<file path="config.mk">
export PLATFORM = sky130hd
export DESIGN_NAME = enigma_feeder_flat
export DESIGN_NICKNAME = d
export VERILOG_FILES = /design/src/rtl/enigma_feeder_if.sv /design/src/rtl/enigma_feeder.sv /design/src/flat_wrapper.sv
export SDC_FILE = /design/constraint.sdc
export NUM_CORES = 1
export LEC_CHECK = 0
export ABC_AREA = 1
export CAP_MARGIN = 5
export CORE_UTILIZATION = 44
export CTS_CLUSTER_DIAMETER = 200
export CTS_CLUSTER_SIZE = 8
export DETAILED_ROUTE_END_ITERATION = 10
export PLACE_DENSITY = 0.86
export SLEW_MARGIN = 25
export SYNTH_ARGS = -nofsm -noshare
export SYNTH_HDL_FRONTEND = slang
export SYNTH_SLANG_ARGS = --single-unit
</file>
<file path="constraint.sdc">
create_clock -name clk -period 1.2 [get_ports clk]
set_input_delay 0.24 -clock clk [delete_from_list [all_inputs] [get_ports clk]]
set_output_delay 0.24 -clock clk [all_outputs]
set_load 0.005 [all_outputs]
</file>
<file path="src/rtl/enigma_feeder_if.sv">
// ----------------------------------------------------------------------------
// enigma_feeder_if
//   Upstream symbol stream into the enigma feeder.
//   Signals:
//     in_valid : source has a symbol on in_data
//     in_ready : feeder accepts in_data this cycle
//     in_data  : rotor entry (table load) or plaintext symbol (crypt)
//     in_last  : marks the final plaintext symbol of a message
//   Modports:
//     master : symbol source (DMA / UART front end)
//     slave  : the feeder
// ----------------------------------------------------------------------------
interface enigma_feeder_if #(
  parameter int DATA_W = 6
) ();

  logic              in_valid;
  logic              in_ready;
  logic [DATA_W-1:0] in_data;
  logic              in_last;

  modport master (
    output in_valid,
    output in_data,
    output in_last,
    input  in_ready
  );

  modport slave (
    input  in_valid,
    input  in_data,
    input  in_last,
    output in_ready
  );

endinterface : enigma_feeder_if

</file>
<file path="src/rtl/enigma_feeder.sv">
// ----------------------------------------------------------------------------
// enigma_feeder
//   Upstream sequencer for the enigma core. It turns a single valid/ready
//   symbol stream into the core's protocol:
//     1. TABLE_DEPTH rotor entries (load=1, load_idx, code_out)
//     2. GAP_CYCLES cycles with load=0 and encrypt=0
//     3. plaintext symbols (encrypt=1, code_out) until in_last
//   A session starts with a start pulse in IDLE and ends with a one-cycle
//   done pulse.
//
// Ports:
//   clk        : clock, rising edge
//   srst       : synchronous reset, active high, dominates everything
//   start      : one-cycle session start, honoured only in IDLE
//   mode_in    : crypt mode, captured on the accepted start
//   up         : upstream stream (enigma_feeder_if.slave)
//   load       : core table-load strobe          (registered)
//   load_idx   : core table index                (registered)
//   code_out   : core code_in                    (registered)
//   encrypt    : core encrypt strobe             (registered)
//   crypt_mode : core crypt mode, held per session (registered)
//   busy       : high in every state except IDLE
//   done       : one-cycle pulse at end of session
//   perm_err   : sticky rotor-table permutation error
//
// Build option:
//   ROTOR_CHECK_EN : when defined, each loaded table is checked for being a
//                    permutation of 0..TABLE_DEPTH-1 (duplicate entry or a
//                    missing value raises perm_err). When undefined perm_err
//                    is tied low.
// ----------------------------------------------------------------------------
module enigma_feeder #(
  parameter int TABLE_DEPTH = 64,
  parameter int DATA_W      = 6,
  parameter int IDX_W       = 8,
  parameter int GAP_CYCLES  = 1    // legal range 1..15
) (
  input  logic              clk,
  input  logic              srst,
  input  logic              start,
  input  logic              mode_in,
  enigma_feeder_if.slave    up,
  output logic              load,
  output logic [IDX_W-1:0]  load_idx,
  output logic [DATA_W-1:0] code_out,
  output logic              encrypt,
  output logic              crypt_mode,
  output logic              busy,
  output logic              done,
  output logic              perm_err
);

  localparam logic [IDX_W-1:0] LAST_IDX = IDX_W'(TABLE_DEPTH - 1);
  localparam logic [3:0]       GAP_LAST = 4'(GAP_CYCLES - 1);

  typedef enum logic [2:0] {
    S_IDLE,
    S_LOAD,
    S_GAP,
    S_CRYPT,
    S_DONE
  } state_t;

  state_t           state_q, state_d;
  logic [IDX_W-1:0] idx_cnt;
  logic [3:0]       gap_cnt;

  logic ready_c;
  logic start_acc;
  logic load_beat;
  logic crypt_beat;

  // --------------------------------------------------------------------------
  // Next-state and handshake decode
  // --------------------------------------------------------------------------
  // NOTE: every signal written here gets a default first, so no path through
  // the case statement can leave one unassigned and infer a latch.
  always_comb begin
    state_d    = state_q;
    ready_c    = 1'b0;
    start_acc  = 1'b0;
    load_beat  = 1'b0;
    crypt_beat = 1'b0;

    unique case (state_q)
      S_IDLE: begin
        if (start) begin
          start_acc = 1'b1;
          state_d   = S_LOAD;
        end
      end

      S_LOAD: begin
        ready_c   = 1'b1;
        load_beat = up.in_valid;
        // in_last has no meaning while the table is loading.
        if (up.in_valid && (idx_cnt == LAST_IDX)) begin
          state_d = S_GAP;
        end
      end

      S_GAP: begin
        if (gap_cnt == GAP_LAST) begin
          state_d = S_CRYPT;
        end
      end

      S_CRYPT: begin
        ready_c    = 1'b1;
        crypt_beat = up.in_valid;
        if (up.in_valid && up.in_last) begin
          state_d = S_DONE;
        end
      end

      S_DONE: begin
        state_d = S_IDLE;
      end

      default: begin
        state_d = S_IDLE;
      end
    endcase
  end

  // Ready depends on state only, never on in_valid.
  assign up.in_ready = ready_c;
  assign busy        = (state_q != S_IDLE);
  assign done        = (state_q == S_DONE);

  // --------------------------------------------------------------------------
  // State, counters and registered core-facing outputs
  // --------------------------------------------------------------------------
  // NOTE: state registers use non-blocking assignments so every flop samples
  // the pre-edge values of the others, independent of statement order.
  always_ff @(posedge clk) begin
    if (srst) begin
      state_q    <= S_IDLE;
      idx_cnt    <= '0;
      gap_cnt    <= '0;
      load       <= 1'b0;
      load_idx   <= '0;
      code_out   <= '0;
      encrypt    <= 1'b0;
      crypt_mode <= 1'b0;
    end else begin
      state_q <= state_d;

      // Strobes are high only in the cycle after an accepted beat.
      load    <= load_beat;
      encrypt <= crypt_beat;

      if (start_acc) begin
        crypt_mode <= mode_in;
        idx_cnt    <= '0;
        gap_cnt    <= '0;
      end

      // idx_cnt tops out at TABLE_DEPTH because LOAD exits on the last entry.
      if (load_beat) begin
        load_idx <= idx_cnt;
        code_out <= up.in_data;
        idx_cnt  <= idx_cnt + 1'b1;
      end

      // Without a beat code_out holds; the core only steps on encrypt=1.
      if (crypt_beat) begin
        code_out <= up.in_data;
      end

      if (state_q == S_GAP) begin
        gap_cnt <= gap_cnt + 1'b1;
      end
    end
  end

  // --------------------------------------------------------------------------
  // Optional rotor-table permutation check (report only)
  // --------------------------------------------------------------------------
`ifdef ROTOR_CHECK_EN
  logic [TABLE_DEPTH-1:0] seen_q;
  logic [TABLE_DEPTH-1:0] seen_set;
  logic                   perm_q;

  // One-hot of the incoming entry; values outside the table shift out to
  // zero and are then caught by the missing-entry test at GAP entry.
  assign seen_set = {{(TABLE_DEPTH-1){1'b0}}, 1'b1} << up.in_data;

  // NOTE: seen_q is an ordinary flop vector, not a memory, so it is reset
  // explicitly and cleared again on every accepted start.
  always_ff @(posedge clk) begin
    if (srst) begin
      seen_q <= '0;
      perm_q <= 1'b0;
    end else if (start_acc) begin
      seen_q <= '0;
      perm_q <= 1'b0;
    end else if (load_beat) begin
      seen_q <= seen_q | seen_set;
      if ((seen_q & seen_set) != '0) begin
        perm_q <= 1'b1;
      end
      // The final entry is folded in before looking for holes.
      if ((state_d == S_GAP) && !(&(seen_q | seen_set))) begin
        perm_q <= 1'b1;
      end
    end
  end

  assign perm_err = perm_q;
`else
  assign perm_err = 1'b0;
`endif

endmodule : enigma_feeder

</file>
<file path="src/flat_wrapper.sv">
// flat-port wrapper written by rule: the top's interface ports become plain ports
module enigma_feeder_flat 
#(
  parameter int TABLE_DEPTH = 64,
  parameter int DATA_W      = 6,
  parameter int IDX_W       = 8,
  parameter int GAP_CYCLES  = 1                        
)
  (clk, srst, start, mode_in, load, load_idx, code_out, encrypt, crypt_mode, busy, done, perm_err, up_in_valid, up_in_data, up_in_last, up_in_ready);
  enigma_feeder_if #(.DATA_W(DATA_W)) up_i ();
  input  logic clk;
  input  logic srst;
  input  logic start;
  input  logic mode_in;
  output logic load;
  output logic [IDX_W-1:0] load_idx;
  output logic [DATA_W-1:0] code_out;
  output logic encrypt;
  output logic crypt_mode;
  output logic busy;
  output logic done;
  output logic perm_err;
  input wire logic [$bits(up_i.in_valid)-1:0] up_in_valid;
  input wire logic [$bits(up_i.in_data)-1:0] up_in_data;
  input wire logic [$bits(up_i.in_last)-1:0] up_in_last;
  output wire logic [$bits(up_i.in_ready)-1:0] up_in_ready;
  assign up_i.in_valid = up_in_valid;
  assign up_i.in_data = up_in_data;
  assign up_i.in_last = up_in_last;
  assign up_in_ready = up_i.in_ready;
  enigma_feeder #(.TABLE_DEPTH(TABLE_DEPTH), .DATA_W(DATA_W), .IDX_W(IDX_W), .GAP_CYCLES(GAP_CYCLES)) u_core (.clk(clk), .srst(srst), .start(start), .mode_in(mode_in), .up(up_i), .load(load), .load_idx(load_idx), .code_out(code_out), .encrypt(encrypt), .crypt_mode(crypt_mode), .busy(busy), .done(done), .perm_err(perm_err));
endmodule
</file>
### After elaboration in Yosys (flattened, before gate mapping)

Cells that the tools add are included.

| storage, ports and cells | value |
|---|---|
| logic and storage cells | 45 |
| bits in registers | 32 |
| output and inout bits | 21 |
| bits of input ports | 12 |

| cells by class | value |
|---|---|
| equality and inequality tests | 9 |
| muxes and demuxes | 16 |
| reductions and logical operators | 10 |
| $add $sub $neg | 2 |

Operators by type and width:

| operator | count |
|---|---|
| two-way mux 8 bit | 2 |
| two-way mux 3 bit | 4 |
| two-way mux 6 bit | 2 |
| one-hot mux 3 bit (4 select lines) | 1 |
| adder 8 x 1 -> 8 bit, second input constant | 1 |
| == test 8 x 6 -> 1 bit, second input constant | 1 |
| two-way mux 4 bit | 2 |
| == test 3 x 2 -> 1 bit, second input constant | 2 |
| != test 2 x 1 -> 1 bit, second input constant | 3 |
| nonzero test 2 bit | 3 |
| two-way mux 1 bit | 5 |
| adder 4 x 1 -> 4 bit, second input constant | 1 |
| logical NOT 4 bit | 1 |
| AND reduction 4 bit | 1 |
| == test 3 x 1 -> 1 bit, second input constant | 1 |
| == test 3 bit, second input constant | 1 |
| logical NOT 3 bit | 1 |
| nonzero test 3 bit | 1 |
| logical AND 1 bit | 2 |
| != test 2 bit, second input constant | 1 |
| OR reduction 2 bit | 1 |

### Depth between registers and ports, before layout

Gate-level depths: netlist of the first run.

| logic depth | value |
|---|---|
| word-level depth | 4 |
| depth in mapped cells | 10 |
| mapped depth without buffers | 10 |

### Worst setup path after synthesis of the first run

No wires, ideal clock.

| path | value |
|---|---|
| path type | register to register |
| from | register u_core.idx_cnt[0] |
| to | register u_core.state_q[0] |
| data required time | 1.087 ns |
| clock period less this slack | 1.150 ns |
| cell stages (with the launch flop) | 9 |
| buffers on the path | 0 |
| setup time | 0.113 ns |
| slack | 0.050 ns |
| data arrival time | 1.037 ns |
| cell sequence | dfxtp_1 > ha_1 > nand3_1 > inv_1 > nand3_1 > nand2_1 > nand2_1 > nor2_1 > nor2_1 |

| on the way | value |
|---|---|
| longest elaborated chain between the ends | 4 |

Ends and longest elaborated chain:

| element | line | RTL |
|---|---|---|
| start: declaration | enigma_feeder.sv:65 | `logic [IDX_W-1:0] idx_cnt;` |
| start signal: assignment | enigma_feeder.sv:163 | `idx_cnt <= idx_cnt + 1'b1;` |
| == test 8 x 6 -> 1 bit | enigma_feeder.sv:97 | `if (up.in_valid && (idx_cnt == LAST_IDX)) begin` |
| logical AND 1 bit | enigma_feeder.sv:97 |  |
| != test 2 x 1 -> 1 bit (no line) | n/a |  |
| AND reduction 4 bit (no line) | n/a |  |
| end signal: assignment | enigma_feeder.sv:147 | `state_q <= state_d;` |
| end: declaration | enigma_feeder.sv:64 | `state_t state_q, state_d;` |

No other way between the ends.
A chain may end at the register's enable or synchronous reset.

### Worst setup path in the final report of the first run

| path | value |
|---|---|
| from | register u_core.state_q[2] |
| to | register u_core.idx_cnt[4] |

| on the way | value |
|---|---|
| longest elaborated chain between the ends | 3 |
| elaborated cells between the ends (all ways) | 6 |
| classes of those cells | eq/ne: 1; mux: 3; reduce/logical: 2 |

Ends and longest elaborated chain:

| element | line | RTL |
|---|---|---|
| == test 3 x 1 -> 1 bit / logical NOT 3 bit (equally long branches) | enigma_feeder.sv:85 | `unique case (state_q)` |
| two-way mux 1 bit | enigma_feeder.sv:85 |  |
| two-way mux 8 bit / nonzero test 2 bit (equally long branches) | n/a |  |

Several ways; a longest one is shown, not always the timed one.

==> results.json, run 1 <==
{
  "status": "complete, but fails checks",
  "violations": "negative setup slack",
  "max-cap-violations": 0,
  "dieArea_mm2": 0.00352,
  "timing.fmax_mhz": 686,
  "whs_path_depth": 3,
  "synthAdderAreaFrac_pct": 2.59,
  "tightestPinTransition_ns": 0.592,
  "cts_root_buffer": "clkbuf_4",
  "htreeDepth": 2,
  "leakage_nw": 1.02,
  "first_pass_iters": 4,
  "finalNetCount": 284,
  "die_w_um": 59.4,
  "synthMuxAreaShare_pct": 0,
  "totalWireLength_mm": 4.74,
  "grt_usage_pct": 24.7,
  "syn_area_per_cell_um2": 7.39,
  "hpwl_mm": 2.33,
  "ys_async_sr_fraction_pct": 0,
  "cts.sinks": 32,
  "drv_slew": 0,
  "synth_cell_types": 28,
  "first_iter_violations": 81,
  "synth_edf_count": 0,
  "grt_pass1_vias": 1426,
  "viasPerCell": 5.32,
  "insertion_delay_ns": 0.35,
  "skew_ns": 0.0102,
  "die_height_um": 59.4,
  "pwr_density_cell_mw_per_mm2": 1980,
  "grt_overflow_total": 0,
  "synth_xor_area_share_pct": 0,
  "cts_made_buffers": 5,
  "grt_max_degree": 14,
  "layout.area.seq_um2": 671,
  "path_clk_slew_ns": 0.11,
  "syn-num-nets": 211,
  "synth_top_family_by_area": "simple AND/OR/NAND/NOR gates",
  "worstPathRequired_ns": 1.48,
  "hold_buffers": 0,
  "coreArea_mm2": 0.00308,
  "ys_ff_latch": 32,
  "synth_compound_area_share_pct": 14.4,
  "period_needed_ns": 1.46,
  "critPathCaptureType": "flip-flop",
  "start_kind": "flip-flop",
  "drc_errors": 0,
  "hold_path.class": "primary input to flip-flop",
  "layout_common_cells": "buf_4 (28), nand2_1 (24), dfxtp_2 (21)",
  "timing.hold.ws_ns": 0.450,
  "irDropWorstVdd_uv": 1050,
  "ios": 33,
  "stdcell_count": 314,
  "period_share_pct": 121,
  "ys.flop_type": "dfxtp_1",
  "syn_to_final_growth_pct": 71.7,
  "synth_seq_area_share_pct": 44.3,
  "clk_path_buf_depth": 2,
  "start_util_pct": 47.0,
  "port_buffers": 31,
  "path_class": "flip-flop to flip-flop",
  "gp_congestion": 0.788,
  "num_vias": 1669,
  "antenna_cells": 0,
  "finalHoldViolations": 0,
  "syn-cell-area_mm2": 0.00145,
  "final_antenna_net_count": 0,
  "drive_above_1_share_pct": 52.2,
  "num_rows": 20,
  "rsz0062_at_grt": "true",
  "max-slew-margin-rel_pct": 60.5,
  "antenna_found_initial": 0,
  "arrival_ns": 1.73,
  "dp.cells": 290,
  "power.total_mw": 4.92,
  "r2r_cells": 8,
  "post-route-util_pct": 80.7,
  "setup_ws_ns": -0.258,
  "cp_max_fo": 8,
  "synth_cells": 196,
  "cts_tree": "done",
  "layout_commonest_cell": "buf_4",
  "wire_per_inst_um": 15.1,
  "multi_input_area_um2": 911,
  "yosysWarnings": 0,
  "grt_pass1_wl_mm": 6.31,
  "setup_viol": 28,
  "synth-simple-area-share_pct": 29.3,
  "fill_cells": 183
}
==> repair_timing <==
action | 4_1_cts | 5_1_grt
cloned | 1 | 0
endpoints found under the setup margin | 44 | 40
pin swaps | 14 | 15
setup buffers | 7 | 9
resized for setup | 102 | 54
endpoints found under the hold margin | 0 | 0
==> path summary, 6_finish.rpt <==
path	start	to	slack [ns]
worst min register to register	u_core.code_out[3]$_SDFFE_PP0P_	u_core.code_out[3]$_SDFFE_PP0P_	0.47
worst max register to register	u_core.state_q[2]$_SDFFE_PP0P_	u_core.idx_cnt[4]$_SDFFE_PP0P_	-0.26
worst min-delay path	up_in_data[3]	u_core.code_out[3]$_SDFFE_PP0P_	0.45
worst max-delay path	u_core.state_q[2]$_SDFFE_PP0P_	u_core.idx_cnt[4]$_SDFFE_PP0P_	-0.26
==> critical path, stage by stage, from the launching register on <==
cell and delay [ns]:
dfxtp_2 0.35, buf_6 0.12, inv_4 0.05, buf_6 0.09, nand3_4 0.08, nor2_4 0.25
buf_6 0.18, o21ai_1 0.07, a21oi_1 0.19
==> flip-flops by register name (all words and copies together) (netlist names) <==
register / count
u_core.idx_cnt: 8
u_core.load_idx: 8
u_core.code_out: 6
u_core.gap_cnt: 4
u_core.state_q: 3
u_core.crypt_mode: 1
u_core.encrypt: 1
u_core.load: 1
==> cells in the mapped netlist (2+ instances only) <==
library cell,n,area share [%]
or2_2,2,0.86
a211oi_2,2,1.7
nand2_2,2,0.86
dfxtp_1,32,44
inv_2,4,1.0
nand3_1,18,6.2
o21ai_0,11,3.8
nand2_1,39,10
nor2_2,4,1.7
ha_1,3,2.6
buf_6,2,1.6
a21oi_1,20,6.9
buf_4,2,1.0
nor3_1,4,1.4
nor2_1,21,5.4
inv_1,18,4.7
==> power by group <==
| part | internal, mW | switching [mW] | total, mW |
|---|---|---|---|
| registers | 1.27 | 0.159 | 1.43 |
| logic | 1.27 | 1.28 | 2.54 |
| clock network | 0.553 | 0.395 | 0.947 |
==> cell type report <==
class	instances	share of cell area (%)
repair buffers	73	26.4
well taps	44	2.22
clock buffers	7	2.62
flip-flops and latches	32	27.0
multi-input cells	135	36.7
clock inverters	1	1.21
inverters	22	3.88
==> per-layer routing <==
| layer | track usage, % | vias to the layer above | routed length [um] |
|---|---|---|---|
| li1 | - | 782 | - |
| met1 | 29.2 | 799 | 1940 |
| met2 | 39.5 | 66 | 2290 |
| met3 | 8.08 | 22 | 282 |
| met4 | 13.6 | 0 | 227 |
| met5 | 0 | - | 0 |
==> cell families (layout without fill, tap and decap cells) <==
family | after synthesis | in the layout
DFF | 32 | 32
AOI/OAI and AO/OA | 37 | 37
adders and majority gates | 3 | 3
other | 1 | 1
and+or+nand+nor | 94 | 94
buffers and inverters | 29 | 103
==> stage by stage <==
step	TNS [ns]	instance area, um^2	worst slack [ns]
final	-4.51	2480	-0.258
after global routing	-5.85	2480	-0.270
after CTS	-2.49	2260	-0.168
after detailed placement	-6.52	1960	-0.298
after global placement	-5.64	1960	-0.241
after floorplan	0	1450	0.0501
Power figures use the tool's default switching activity.
==> inputs of run 2 (changes only) <==
Settings changed: RECOVER_POWER set to 50.
==> results.json, run 2 (synthesized netlist as in run 1, its figures left out) <==
{
  "status": "complete, but fails checks",
  "violations": "negative setup slack",
  "max-cap-violations": 0,
  "r2r_cells": 8,
  "reg.largest.list": "u_core.idx_cnt: 8 flops, u_core.load_idx: 8 flops, u_core.code_out: 6 flops",
  "skew_ns": 0.00842,
  "grt_usage_pct": 24.7,
  "fin_area_mm2": 0.00247,
  "hold_buffers": 0,
  "hpwl_mm": 2.33,
  "rrSetupSlack_ns": -0.25,
  "pwr_density_cell_mw_per_mm2": 1980,
  "antenna_found_initial": 0,
  "clk_path_buf_depth": 2,
  "insertion_delay_ns": 0.35,
  "drive_above_1_share_pct": 51.1,
  "cp_max_fo": 8,
  "critPathCaptureType": "flip-flop",
  "first_pass_iters": 6,
  "place_area_mm2": 0.00196,
  "arrival_ns": 1.72,
  "worstPathRequired_ns": 1.48,
  "grt_max_degree": 14,
  "leakage_nw": 1.02,
  "htreeDepth": 2,
  "grt_pass1_wl_mm": 6.31,
  "totalWireLength_mm": 4.71,
  "gp_congestion": 0.788,
  "drc_errors": 0,
  "die_height_um": 59.4,
  "fill_cells": 188,
  "wire_per_inst_um": 15.0,
  "finalNetCount": 284,
  "period_needed_ns": 1.45,
  "cts_made_buffers": 5,
  "hold_path.class": "primary input to flip-flop",
  "crit_start": "u_core.state_q[2]$_SDFFE_PP0P_",
  "start_util_pct": 47.0,
  "antenna_cells": 0,
  "ios": 33,
  "grt_pass1_vias": 1426,
  "port_buffers": 31,
  "layout_commonest_cell": "buf_4",
  "crit_end": "u_core.idx_cnt[4]$_SDFFE_PP0P_",
  "grt_overflow_total": 0,
  "post-route-util_pct": 80.4,
  "cts.sinks": 32,
  "first_iter_violations": 65,
  "setup_viol": 29,
  "irDropWorstVdd_uv": 1050,
  "setup_ws_ns": -0.247,
  "syn_to_final_growth_pct": 71.0,
  "path_class": "flip-flop to flip-flop",
  "die_w_um": 59.4,
  "tightestPinTransition_ns": 0.592,
  "drv_slew": 0,
  "path_clk_slew_ns": 0.10,
  "layout_common_cells": "buf_4 (28), nand2_1 (24), dfxtp_2 (18)",
  "start_kind": "flip-flop",
  "rsz0062_at_grt": "true",
  "finalHoldViolations": 0,
  "r2r_start": "u_core.state_q[2]$_SDFFE_PP0P_",
  "timing.fmax_mhz": 691,
  "coreArea_mm2": 0.00308,
  "max-slew-margin-rel_pct": 60.5,
  "cts_root_buffer": "clkbuf_4",
  "viasPerCell": 5.25,
  "num_vias": 1647,
  "final_antenna_net_count": 0,
  "num_rows": 20,
  "timing.hold.ws_ns": 0.452,
  "dieArea_mm2": 0.00352,
  "period_share_pct": 121,
  "reg2reg_to": "u_core.idx_cnt[4]$_SDFFE_PP0P_",
  "cts_tree": "done"
}
## run 2: cell types whose count changed in the layout (fill, tap and decap cells not counted)
cell and delta:
dfxtp_1 +3, buf_6 -1, buf_2 +1, dfxtp_2 -3
## run 2: worst max-delay path, cell delays in order, from the launching register on
cell	delay, ns
dfxtp_2	0.35
buf_6	0.12
inv_4	0.05
buf_6	0.09
nand3_4	0.08
nor2_4	0.25
buf_6	0.18
o21ai_1	0.07
a21oi_1	0.18
## run 2: worst min path at each step
stage,from,endpoint,slack [ns],cells after the start
after global routing,up_in_data[0],u_core.code_out[0]$_SDFFE_PP0P_,0.45,3
after global placement,u_core.code_out[5]$_SDFFE_PP0P_,u_core.code_out[5]$_SDFFE_PP0P_,0.45,2
after floorplan,mode_in,u_core.crypt_mode$_SDFFE_PP0P_,0.37,2
after detailed placement,u_core.code_out[3]$_SDFFE_PP0P_,u_core.code_out[3]$_SDFFE_PP0P_,0.46,2
after CTS,up_in_data[5],u_core.code_out[5]$_SDFFE_PP0P_,0.45,3
final,up_in_data[3],u_core.code_out[3]$_SDFFE_PP0P_,0.45,3
## run 2: timing repair
| item | 4_1_cts | 5_1_grt |
|---|---|---|
| resized for setup | 102 | 54 |
| gates cloned | 1 | 0 |
| pin swaps | 14 | 15 |
| setup endpoints to repair | 44 | 40 |
| buffers inserted | 7 | 9 |
## run 2: where the power goes
part	switching (mW)	internal, mW	total, mW
clock	0.387	0.553	0.940
combinational	1.28	1.25	2.53
sequential	0.161	1.27	1.43
## run 2: cell type report
class / count / area (um^2) / share of cell area (%)
clock buffer: 7 / 65.1 / 2.63
clock inverter: 1 / 30.0 / 1.21
inverter: 22 / 96.3 / 3.89
multi-input combinational: 135 / 911 / 36.8
sequential: 32 / 667 / 26.9
tap: 44 / 55.1 / 2.22
timing repair buffer: 73 / 651 / 26.3
## run 2: metal layers
| metal | part of all wire, % | vias to the layer above | track usage, % |
|---|---|---|---|
| met5 | 0 | - | 0 |
| met4 | 4.4 | 0 | 13.6 |
| met3 | 5.6 | 20 | 8.08 |
| met2 | 49 | 61 | 39.5 |
| met1 | 41 | 783 | 29.2 |
| li1 | - | 783 | - |
## run 2: through the flow
| step | setup WS, ns | TNS (ns) | total power [mW] | cells |
|---|---|---|---|---|
| floorplan | 0.0501 | 0 | 2.13 | 196 |
| global placement | -0.241 | -5.64 | 2.87 | 290 |
| detailed placement | -0.298 | -6.52 | 2.90 | 290 |
| CTS | -0.168 | -2.49 | 4.18 | 305 |
| global route | -0.270 | -6.02 | 5.09 | 314 |
| finish | -0.247 | -4.28 | 4.89 | 314 |
==> inputs of run 3 (changes only) <==
Settings changed: CAP_MARGIN 5 to 20, SLEW_MARGIN 25 to not set.
==> results of run 3 <==
Same layout as run 2: the final DEF is identical, and so are final timing and power.
